[config.mk]
export PLATFORM = sky130hd
export DESIGN_NAME = traffic_light_ctrl
export DESIGN_NICKNAME = d
export VERILOG_FILES = /design/src/rtl/traffic_pkg.sv /design/src/rtl/tl_bin2bcd.sv /design/src/rtl/traffic_light_ctrl.sv
export SDC_FILE = /design/constraint.sdc
export NUM_CORES = 1
export LEC_CHECK = 0
export CAP_MARGIN = 20
export CORE_ASPECT_RATIO = 1.1
export CORE_MARGIN = 4
export CORE_UTILIZATION = 40
export DETAILED_ROUTE_END_ITERATION = 16
export PLACE_DENSITY = 0.64
export RECOVER_POWER = 25
export SKIP_CTS_REPAIR_TIMING = 1
export SYNTH_ARGS = -nofsm -noshare
export SYNTH_HDL_FRONTEND = slang
export SYNTH_SLANG_ARGS = --single-unit
[constraint.sdc]
create_clock -name clk -period 7.54 [get_ports clk]
set_clock_uncertainty 0.15 [all_clocks]
set_input_delay 1.508 -clock clk [delete_from_list [all_inputs] [get_ports clk]]
set_output_delay 1.508 -clock clk [all_outputs]
set_load 0.05 [all_outputs]
[src/rtl/traffic_pkg.sv]
// Shared types for the intersection controller: phase encoding, lamp codes, phase sequencing.
// Latency: n/a (types and pure functions only).
// Backpressure: n/a.
package traffic_pkg;

    // Width of the seconds-remaining counter; covers durations up to 99.
    localparam int CNT_W = 7;

    // Phase encoding is visible on the phase output, so the values are fixed.
    typedef enum logic [2:0] {
        NS_GREEN  = 3'd0,
        NS_YELLOW = 3'd1,
        ALLRED_A  = 3'd2,
        EW_GREEN  = 3'd3,
        EW_YELLOW = 3'd4,
        ALLRED_B  = 3'd5
    } phase_t;

    // Lamp codes, {R,Y,G}, one-hot.
    localparam logic [2:0] LAMP_R = 3'b100;
    localparam logic [2:0] LAMP_Y = 3'b010;
    localparam logic [2:0] LAMP_G = 3'b001;

    // Reset lands in the clearance phase that precedes north-south green.
    localparam phase_t RESET_PHASE = ALLRED_B;

    // Fixed cycle order; the unused encodings fall back to the reset phase.
    function automatic phase_t next_phase(input phase_t p);
        phase_t n;
        case (p)
            NS_GREEN:  n = NS_YELLOW;
            NS_YELLOW: n = ALLRED_A;
            ALLRED_A:  n = EW_GREEN;
            EW_GREEN:  n = EW_YELLOW;
            EW_YELLOW: n = ALLRED_B;
            ALLRED_B:  n = NS_GREEN;
            default:   n = RESET_PHASE;
        endcase
        return n;
    endfunction

    // Green phases are the only ones a pedestrian request can shorten.
    function automatic logic is_green(input phase_t p);
        return (p == NS_GREEN) || (p == EW_GREEN);
    endfunction

endpackage

[src/rtl/tl_bin2bcd.sv]
// Binary (0..99) to two-digit BCD {tens,units}, shared with the display stage.
// Latency: purely combinational.
// Backpressure: none.
module tl_bin2bcd
    import traffic_pkg::*;
(
    input  logic [CNT_W-1:0] bin,
    output logic [7:0]       bcd
);

    logic [3:0] tens;
    logic [3:0] units;

    // Tens digit is the largest multiple of ten not above the input; units is the remainder.
    always_comb begin
        tens = 4'd0;
        for (int t = 1; t <= 9; t++) begin
            if (bin >= CNT_W'(t * 10)) begin
                tens = 4'(t);
            end
        end
        units = 4'(bin - CNT_W'(tens) * CNT_W'(10));
    end

    assign bcd = {tens, units};

endmodule

[src/rtl/traffic_light_ctrl.sv]
// Two-way traffic-light sequencer, one step per 1 Hz clk, with BCD countdown of the phase.
// Latency: lamps, phase and countdown change on the same edge as the state; no input-to-output path.
// Backpressure: none; optional pedestrian shortening of green under TRAFFIC_PED_EN.
module traffic_light_ctrl
    import traffic_pkg::*;
#(
    parameter int T_GREEN   = 25,
    parameter int T_YELLOW  = 3,
    parameter int T_ALLRED  = 2,
    parameter int T_PED_MIN = 5
) (
    input  logic       clk,
    input  logic       rst,
    input  logic       ped_req,
    output logic [2:0] ns_light,
    output logic [2:0] ew_light,
    output logic [7:0] cnt_bcd,
    output logic [2:0] phase,
    output logic       ped_wait
);

    phase_t           state_q;
    phase_t           state_d;
    logic [CNT_W-1:0] cnt_q;
    logic [CNT_W-1:0] cnt_d;
    logic             phase_end;
    logic             ped_cut;

    // Duration loaded on entry to each phase.
    function automatic logic [CNT_W-1:0] phase_len(input phase_t p);
        logic [CNT_W-1:0] len;
        case (p)
            NS_GREEN, EW_GREEN:   len = CNT_W'(T_GREEN);
            NS_YELLOW, EW_YELLOW: len = CNT_W'(T_YELLOW);
            default:              len = CNT_W'(T_ALLRED);
        endcase
        return len;
    endfunction

    // The counter includes the current second, so 1 marks the last second of a phase.
    assign phase_end = (cnt_q == CNT_W'(1));

`ifdef TRAFFIC_PED_EN
    logic ped_pending_q;
    logic ped_pending_d;

    // Cut only when it actually shortens the green; a phase change always wins.
    assign ped_cut = is_green(state_q) && ped_pending_q && (cnt_q > CNT_W'(T_PED_MIN));

    // Any green edge services the request (cut or not); a fresh press on the same edge re-arms it.
    always_comb begin
        ped_pending_d = ped_pending_q;
        if (is_green(state_q)) begin
            ped_pending_d = 1'b0;
        end
        if (ped_req) begin
            ped_pending_d = 1'b1;
        end
    end

    // Pending-request register.
    always_ff @(posedge clk or posedge rst) begin
        if (rst) begin
            ped_pending_q <= 1'b0;
        end else begin
            ped_pending_q <= ped_pending_d;
        end
    end

    assign ped_wait = ped_pending_q;
`else
    // Port kept for a uniform pinout; the request has no effect in this build.
    logic unused_ped_req;
    assign unused_ped_req = ped_req;
    assign ped_cut        = 1'b0;
    assign ped_wait       = 1'b0;
`endif

    // State register: phase and seconds remaining.
    always_ff @(posedge clk or posedge rst) begin
        if (rst) begin
            state_q <= RESET_PHASE;
            cnt_q   <= CNT_W'(T_ALLRED);
        end else begin
            state_q <= state_d;
            cnt_q   <= cnt_d;
        end
    end

    // Next state: advance and reload on the last second, else cut or count down.
    always_comb begin
        state_d = state_q;
        cnt_d   = cnt_q - CNT_W'(1);
        if (phase_end) begin
            state_d = next_phase(state_q);
            cnt_d   = phase_len(next_phase(state_q));
        end else if (ped_cut) begin
            cnt_d   = CNT_W'(T_PED_MIN);
        end
    end

    // Outputs: lamp pair decoded from the registered phase; anything unexpected shows red.
    always_comb begin
        ns_light = LAMP_R;
        ew_light = LAMP_R;
        case (state_q)
            NS_GREEN:  ns_light = LAMP_G;
            NS_YELLOW: ns_light = LAMP_Y;
            EW_GREEN:  ew_light = LAMP_G;
            EW_YELLOW: ew_light = LAMP_Y;
            default: begin
                ns_light = LAMP_R;
                ew_light = LAMP_R;
            end
        endcase
    end

    assign phase = state_q;

    tl_bin2bcd u_bin2bcd (
        .bin (cnt_q),
        .bcd (cnt_bcd)
    );

endmodule

Word level (Yosys, flattened, before mapping)
Index checks and enable logic that the tools add are counted.
- register bits after elaboration: 10
- output and inout bits: 18
- $lt $le $gt $ge: 9
- eq/ne operators: 9
- $mul: 1
- multiplexer cells: 15
- $add $sub $neg: 2
- reduce and logical (&&, ||, !) cells: 4
- operator list (operator ; count):
    7-bit by 6-bit >= comparator with 1-bit output (second input constant) ; 3
    7-bit >= comparator (second input constant) ; 3
    3-bit two-way mux ; 5
    3-bit one-hot mux with 5 select lines ; 1
    7-bit by 5-bit >= comparator with 1-bit output (second input constant) ; 2
    3-bit one-hot mux with 2 select lines ; 2
    5-bit one-hot mux with 2 select lines ; 1
    3-bit by 2-bit equality test with 1-bit output (second input constant) ; 3
    3-bit equality test (second input constant) ; 3
    4-bit two-way mux ; 2
    7-bit by 1-bit equality test with 1-bit output (second input constant) ; 1
    7-bit by 4-bit >= comparator with 1-bit output (second input constant) ; 1
    7-bit two-way mux ; 1
    7-bit by 1-bit subtractor with 7-bit output (second input constant) ; 1
    3-bit by 1-bit equality test with 1-bit output (second input constant) ; 2
    3-bit logical NOT ; 2
    4-bit by 3-bit multiplier with 3-bit output (second input constant) ; 1
    2-bit two-way mux ; 2
    2-bit OR reduction ; 2
    4-bit subtractor ; 1
    1-bit two-way mux ; 1

Longest topological paths before layout
Gate-level depths: netlist of run 1.
- depth in word-level cells: 12
- depth in mapped cells: 10

Hierarchy
A second synthesis of run 1 with hierarchy kept.
- cells, all modules: 101
- area, all modules: 837.1 um^2
- by module, submodules not included (module ; sequential area each (um^2) ; cells an instance ; instances ; area an instance (um^2)):
    traffic_light_ctrl ; 254.0 ; 63 ; 1 ; 605.6
    tl_bin2bcd ; 0.0 ; 38 ; 1 ; 231.5

Worst setup path before layout of run 1
No wires, ideal clock.
- path type: reg2out
- start point: reg cnt_q[4]
- end point: out cnt_bcd[3]
- stages on the path, launching flop included: 11
- setup slack: 2.396 ns
- arrival: 3.486 ns
- required time: 5.882 ns
- cells stage by stage: dfrtp_1 -> buf_6 -> or4_4 -> o211ai_1 -> a222oi_1 -> a22o_1 -> ha_1 -> fa_1 -> xor2_1 -> xnor2_1 -> xnor2_1
- cells in the longest elaborated chain, start to end: 12
- elaborated cells between the ends (all ways): 20
- classes of those cells: add/sub: 1; mul: 1; order compare: 9; mux: 9
- RTL lines (what ; line ; source):
    from (decl) ; traffic_light_ctrl.sv:24 ; logic [CNT_W-1:0] cnt_q;
    from (signal assigned) ; traffic_light_ctrl.sv:83 ; cnt_q <= CNT_W'(T_ALLRED);
    from (signal assigned) ; traffic_light_ctrl.sv:86 ; cnt_q <= cnt_d;
    7-bit by 4-bit >= comparator with 1-bit output ; tl_bin2bcd.sv:18 ; if (bin >= CNT_W'(t * 10)) begin
    1-bit two-way mux ; tl_bin2bcd.sv:18 ;
    2-bit two-way mux (2 in series) ; tl_bin2bcd.sv:18 ;
    3-bit two-way mux (4 in series) ; tl_bin2bcd.sv:18 ;
    4-bit two-way mux ; tl_bin2bcd.sv:18 ;
    4-bit two-way mux * ; tl_bin2bcd.sv:18 ;
    net cnt_bcd[4] ; traffic_light_ctrl.sv:17 ; output logic [7:0] cnt_bcd,
    4-bit by 3-bit multiplier with 3-bit output * ; tl_bin2bcd.sv:22 ; units = 4'(bin - CNT_W'(tens) * CNT_W'(10));
    4-bit subtractor * ; tl_bin2bcd.sv:22 ;
    to (decl) ; traffic_light_ctrl.sv:17 ;
The timed path passes the listed nets; every way through them passes the cells marked *.

Worst setup path after layout of run 1
- start point: reg cnt_q[6]
- end point: out cnt_bcd[3]
- cells in the longest elaborated chain, start to end: 12
- elaborated cells between the ends (all ways): 20
- classes of those cells: add/sub: 1; mul: 1; order compare: 9; mux: 9
- RTL lines (what ; line):
    7-bit by 4-bit >= comparator with 1-bit output ; tl_bin2bcd.sv:18
    1-bit two-way mux ; tl_bin2bcd.sv:18
    2-bit two-way mux (2 in series) ; tl_bin2bcd.sv:18
    3-bit two-way mux (4 in series) ; tl_bin2bcd.sv:18
    4-bit two-way mux ; tl_bin2bcd.sv:18
    4-bit two-way mux * ; tl_bin2bcd.sv:18
    4-bit by 3-bit multiplier with 3-bit output * ; tl_bin2bcd.sv:22
    4-bit subtractor * ; tl_bin2bcd.sv:22
Every way passes the cells marked *; elsewhere a longest branch is shown, timed or not.

==> out/qor.csv, run 1 <==
stage;metric;value;unit
finish;final std cells w/o fill;141;
finish;fill count;195;
logic_synthesis;YS warnings;0;
hold_path;Tightest Hold Check Type;reg -> reg;
logic_synthesis;Post-Synth Simple-Gate Area;23.7;%
placement;post-DP HPWL;1300;um
timing;minimum clock period;5.41;ns
floorplan;Die ar.;2960;um^2
setup_path;peak fanout along the critical path;11;
pwr;Pleak;0.426;nW
detailed_routing;1st-iter DRT viols;6;
logic_synthesis;largest family of logic cells by synthesized area;simple AND/OR/NAND/NOR gates;
global_routing;Tot GR Track Use;13.5;%
setup_path;FF-to-FF path depth;4;
setup_path;Setup crit start;cnt_q[6];
timing;slew of the pin with the lowest slew margin;0.646;ns
outcome;status;finished, final reports clean;
finish;area grow syn2layout;20.2;%
pwr;switching power;0.0000199;W
setup_path;crit path capture;cnt_bcd[3];
cts;CTS tree;done;
finish;most common cell after layout, fill and taps aside;clkdlybuf4s50_1;
timing;# setup viols final;0;
cts;TritonCTS Buffers;3;
detailed_routing;DR WL/cell;11.7;um
floorplan;starting density of the core;42.7;%
pwr;Reg power frac;52.0;%
detailed_routing;via count;713;
cts;clk root buf;clkbuf_4;
logic_synthesis;syn nets;109;
cts;clk sinks;10;
timing;setup_tns;0;ns
placement;Post-Place Cells;137;
setup_path;WP data arrival;3.75;ns
setup_path;R2R Path End;phase[2];
finish;layout net count;122;
global_routing;initial antenna violation count;0;
finish;area of the multi-input gates;500;um^2
setup_path;Reg2Reg Setup Slack;5.10;ns
finish;FF/Latch Area;254;um^2
pwr;combinational power share;2.4;%
global_routing;first-pass GRT wire length;3100;um
placement;input/output buffers;18;
detailed_routing;DRC Markers;0;
setup_path;FF-to-FF Start;cnt_q[6];
finish;most frequent cells in the layout;17 x clkdlybuf4s50_1, 12 x nor2_1, 8 x inv_1, 8 x a21oi_1;
logic_synthesis;EDFF count, synth;0;
finish;layout cells sized above 1;8.85;%
floorplan;Rows;17;
global_routing;global route total overflow;0;
cts;Reg clk slew, reported paths;0.07;ns
setup_path;Req. time, crit path;5.88;ns
floorplan;Die X;52.3;um
timing;Max Slew Vio Count;0;
timing;Fin. Hold Viols;0;
setup_path;Worst Setup Path Type;reg -> out;
timing;fmax;0.185;GHz
global_routing;vias in the first global route;734;
logic_synthesis;Most used DFF post-synth;dfrtp_1;
pwr;Pint;0.0000834;W
detailed_routing;ANT nets after route;0;
detailed_routing;Total Wirelength;1650;um
logic_synthesis;area of the mapped netlist;862;um^2
timing;Slew HR;56.9;%
floorplan;Die Height;56.7;um
logic_synthesis;Cells after Synth;101;
logic_synthesis;Synth Area in Compound Gates;14.8;%
logic_synthesis;mux contribution to synthesized area;3.63;%
floorplan;core area;2020;um^2
cts;H-tree depth;1;
logic_synthesis;synthesis-stage register bit count;10;
logic_synthesis;sequential-to-total area share from yosys stat;29.5;%
placement;Placer Congestion;0.825;
pwr;VDD IR max;0.0741;mV
finish;antenna cells;0;
timing;final period utilization;71.7;%
timing;RSZ-0062 raised after global routing;false;
floorplan;IO Pins;21;
global_routing;largest net degree at the start of global routing;15;
pwr;Power Dens Cells;99.7;nW/um^2
setup_path;critical path startpoint category;flop;
logic_synthesis;post-synthesis xor/xnor area fraction;9.14;%
logic_synthesis;Avg Synthesized Cell Area;8.54;um^2
flow_run;max-cap check violation count;0;
detailed_routing;Pre-antenna DRT Iters;5;
logic_synthesis;Yosys cell types;40;
cts;Clock Path Buffers;2;
pwr;Sw Share;19.3;%
pwr;Clock power frac;45.6;%
detailed_routing;via/cell ratio;5.06;
logic_synthesis;Adder-Cell Fraction of Synth Area;8.13;%
setup_path;CP endpoint kind;output pin;
cts;Clock Latency Late Sink;0.26;ns
logic_synthesis;async set-reset flop share out of synthesis;100;%
[per-layer routing]
layer | up-vias | track usage, % | share of wire [%]
met5 | - | 0 | 0
met1 | 338 | 14.0 | 42
li1 | 358 | - | -
met2 | 15 | 25.0 | 52
met3 | 2 | 2.39 | 4.7
met4 | 0 | 6.57 | 1.0
[power groups by stage]
stage	Combinational (W)	Clock [W]	Sequential, W
2_1_floorplan	0.00000230	0	0.0000547
3_3_place_gp	0.00000266	0	0.0000547
3_5_place_dp	0.00000273	0	0.0000547
4_1_cts	0.00000273	0.0000491	0.0000537
5_1_grt	0.00000284	0.0000524	0.0000537
6_report	0.00000250	0.0000471	0.0000537
[logic make-up (layout without fill, tap and decap cells)]
family / Yosys count / count (layout)
xor+xnor: 9 / 9
buf+inv: 18 / 30
fa+ha+maj: 5 / 5
simple gates: 35 / 35
compound gates: 20 / 20
mux: 3 / 3
flops: 10 / 10
other cells: 1 / 1
[how the worst min path moves through the flow]
| stage | from | end | slack, ns | depth (start not counted) |
|---|---|---|---|---|
| final | cnt_q[0] | cnt_q[0] | 0.39 | 1 |
| after detailed placement | cnt_q[0] | cnt_q[0] | 0.38 | 1 |
| after CTS | cnt_q[0] | cnt_q[0] | 0.39 | 1 |
| after floorplan | cnt_q[0] | cnt_q[0] | 0.34 | 1 |
| after global routing | cnt_q[0] | cnt_q[0] | 0.42 | 1 |
| after global placement | cnt_q[0] | cnt_q[0] | 0.38 | 1 |
[through the flow]
stage | setup WS [ns] | cell area (um^2) | power (W) | hold WS (ns) | util, %
floorplan | 2.40 | 862 | 0.0000570 | 0.338 | -
global placement | 2.44 | 1010 | 0.0000573 | 0.377 | 50.2
detailed placement | 2.39 | 1010 | 0.0000574 | 0.382 | 50.2
CTS | 2.09 | 1050 | 0.000106 | 0.390 | 52.0
global route | 1.92 | 1040 | 0.000109 | 0.422 | 51.3
finish | 2.13 | 1040 | 0.000103 | 0.386 | 51.3
[layout make-up]
class / count / area share [%]
Clock buffer: 4 / 3.50
Inverter: 8 / 2.90
Multi-Input combinational cell: 73 / 48.3
Sequential cell: 10 / 24.5
Tap cell: 28 / 3.38
Timing Repair Buffer: 18 / 17.4
[synth_stat cells (2+ instances only)]
cell | count | share of area, %
dfstp_2 | 3 | 9.1
nor2_1 | 12 | 5.2
nor3_1 | 3 | 1.7
nand2b_1 | 4 | 2.9
inv_1 | 8 | 3.5
o21ai_0 | 3 | 1.7
mux2i_1 | 2 | 2.3
xnor2_1 | 7 | 7.1
nand2_1 | 5 | 2.2
xor2_1 | 2 | 2.0
buf_6 | 2 | 2.6
dfrtp_1 | 7 | 20
buf_2 | 2 | 1.2
buf_4 | 2 | 1.7
clkbuf_1 | 4 | 1.7
a21oi_1 | 8 | 4.6
ha_1 | 4 | 5.8
[registers in the layout (all words and copies together) (netlist names)]
name,flops
phase,3
cnt_q,7
[worst max-delay path: stages (launching register included)]
cell             delay (ns)
dfrtp_1                0.48
or4_1                  0.61
o211ai_1               0.20
a222oi_1               0.09
a22o_1                 0.24
ha_1                   0.21
fa_1                   0.38
xor2_1                 0.16
xnor2_1                0.18
xnor2_1                0.13
clkdlybuf4s50_1        0.82
(Power assumes the default switching activity.)
==> inputs of run 2 (changes only) <==
==> constraint.sdc (replaced) <==
create_clock -name clk -period 5.42 [get_ports clk]
set_clock_uncertainty 0.15 [all_clocks]
set_input_delay 1.084 -clock clk [delete_from_list [all_inputs] [get_ports clk]]
set_output_delay 1.084 -clock clk [all_outputs]
set_load 0.05 [all_outputs]
==> run 2 against run 1 <==
Net effect:
- register-to-register slack worse by 1.8 ns
- flip-flop and latch count stayed put
- combinational power is 38% higher
- total power is 40% higher
- sequential power is 39% higher
- hold slack worse by 0.010 ns
- global-route usage is 0.053 points higher
- via count is 0.14% lower
- die area stayed put
- critical path type unchanged
- critical endpoint unchanged
- largest cell class unchanged
- largest power group unchanged
- highest routed layer unchanged
==> out/qor.csv, run 2 (synthesized netlist as in run 1, its figures left out) <==
stage;metric;value;unit;change
detailed_routing;Total Wirelength;1660;um;+0.54%
cts;Clock Latency Late Sink;0.26;ns;about the same
detailed_routing;DR WL/cell;11.8;um;+0.54%
finish;max reg flops;7;;unchanged
cts;clk root buf;clkbuf_4;;
setup_path;Worst Setup Path Type;reg -> out;;
cts;Reg clk slew, reported paths;0.07;ns;about the same
global_routing;first-pass GRT wire length;3160;um;+2.0%
setup_path;critical path startpoint category;flop;;
floorplan;Die Height;56.7;um;unchanged
cts;Clock Path Buffers;2;;unchanged
cts;TritonCTS Buffers;3;;unchanged
detailed_routing;ANT nets after route;0;;unchanged
detailed_routing;via count;712;;-0.14%
pwr;Pleak;0.448;nW;+5.1%
floorplan;Die X;52.3;um;unchanged
floorplan;IO Pins;21;;unchanged
finish;most flop-heavy register;cnt_q;;
timing;# setup viols final;0;;unchanged
hold_path;Hold Path Sink;cnt_q[0];;
floorplan;starting density of the core;42.7;%;unchanged
hold_path;hold path startpoint;cnt_q[0];;
finish;area grow syn2layout;21.9;%;
cts;H-tree depth;1;;unchanged
finish;layout cells sized above 1;10.6;%;+1.8 points
floorplan;Rows;17;;unchanged
placement;input/output buffers;18;;unchanged
timing;final worst setup slack;0.431;ns;-1.70 ns
placement;post-DP HPWL;1300;um;-0.44%
setup_path;peak fanout along the critical path;11;;unchanged
hold_path;Tightest Hold Check Type;reg -> reg;;
floorplan;core area;2020;um^2;unchanged
setup_path;WP data arrival;3.76;ns;about the same
setup_path;Req. time, crit path;4.19;ns;-1.69 ns
outcome;status;finished, final reports clean;;
cts;CTS tree;done;;
finish;area of the multi-input gates;515;um^2;+3.0%
global_routing;global route total overflow;0;;unchanged
global_routing;initial antenna violation count;0;;unchanged
setup_path;R2R Path End;cnt_q[1];;
global_routing;Tot GR Track Use;13.5;%;+0.053 points
finish;most frequent cells in the layout;17 x clkdlybuf4s50_1, 12 x nor2_1, 8 x inv_1, 8 x a21oi_1;;
pwr;total power;0.000145;W;+40%
finish;layout net count;122;;unchanged
timing;slew of the pin with the lowest slew margin;0.541;ns;-0.105 ns
timing;Fin. Hold Viols;0;;unchanged
global_routing;largest net degree at the start of global routing;15;;unchanged
pwr;VDD IR max;0.0843;mV;+14%
floorplan;Die ar.;2960;um^2;unchanged
timing;setup_tns;0;ns;unchanged
timing;Max Slew Vio Count;0;;unchanged
hold_path;Hold Path Depth;1;;unchanged
placement;worst slack, placed;0.686;ns;-1.71 ns
flow_run;max-cap check violation count;0;;unchanged
timing;final period utilization;92.1;%;
detailed_routing;Pre-antenna DRT Iters;4;;-1
timing;Slew HR;63.9;%;+7.1 points
cts;clk sinks;10;;unchanged
finish;Core Util, Final;52.0;%;+0.74 points
pwr;Power Dens Cells;138;nW/um^2;+38%
detailed_routing;via/cell ratio;5.05;;-0.14%
finish;FF/Latch Area;254;um^2;unchanged
setup_path;CP endpoint kind;output pin;;
setup_path;Reg2Reg Setup Slack;3.31;ns;-1.79 ns
timing;fmax;0.200;GHz;
timing;minimum clock period;4.99;ns;
finish;antenna cells;0;;unchanged
global_routing;vias in the first global route;761;;+3.7%
finish;most common cell after layout, fill and taps aside;clkdlybuf4s50_1;;
detailed_routing;1st-iter DRT viols;8;;+2
setup_path;FF-to-FF Start;cnt_q[6];;
placement;Placer Congestion;0.825;;unchanged
timing;RSZ-0062 raised after global routing;false;;
detailed_routing;DRC Markers;0;;unchanged
setup_path;FF-to-FF path depth;4;;unchanged
finish;fill count;195;;unchanged
placement;Post-Place Cells;137;;unchanged
finish;final std cells w/o fill;141;;unchanged
==> run 2: cell counts in the layout (fill, tap and decap cells not counted) <==
No cell type changed its count.
==> run 2: where the power goes <==
group,switching (W),total (W),internal [W]
Combinational,0.00000294,0.00000346,0.000000526
Clock,0.0000256,0.0000664,0.0000408
Sequential,0,0.0000747,0.0000747
Total,0.0000285,0.000145,0.000116
==> run 2: layer usage <==
layer  vias up  part of all wire (%)  track usage (%)
met1       334                    43             14.5
li1        357                     -                -
met5         -                     0                0
met4         0                   1.6             6.57
met2        17                    52             24.8
met3         4                   3.8             2.12
==> run 2: worst max-delay path by stage <==
stage | start | to | slack (ns)
3_5_place_dp | cnt_q[6] | cnt_bcd[3] | 0.69
5_1_grt | cnt_q[6] | cnt_bcd[3] | 0.22
3_3_place_gp | cnt_q[6] | cnt_bcd[3] | 0.75
6_report | cnt_q[6] | cnt_bcd[3] | 0.43
4_1_cts | cnt_q[6] | cnt_bcd[3] | 0.39
2_1_floorplan | cnt_q[4] | cnt_bcd[3] | 0.70
==> run 2: cell type report <==
type                       instances  area share, %
clock buffer                       4           3.45
sequential                        10           24.2
multi-input combinational         73           49.0
inverter                           8           2.86
tap                               28           3.33
timing repair buffer              18           17.1
==> run 2: through the flow <==
stage / hold WS [ns] / area, um^2
6_report: 0.376 / 1050
5_1_grt: 0.418 / 1050
4_1_cts: 0.382 / 1050
3_5_place_dp: 0.373 / 1010
3_3_place_gp: 0.377 / 1010
2_1_floorplan: 0.338 / 862
==> run 2: critical path, cell delays in order, from the launching register on <==
cell,delay [ns]
dfrtp_1,0.48
or4_4,0.61
o211ai_1,0.19
a222oi_1,0.09
a22o_1,0.24
ha_1,0.21
fa_1,0.38
xor2_1,0.16
xnor2_1,0.18
xnor2_1,0.13
clkdlybuf4s50_1,0.82
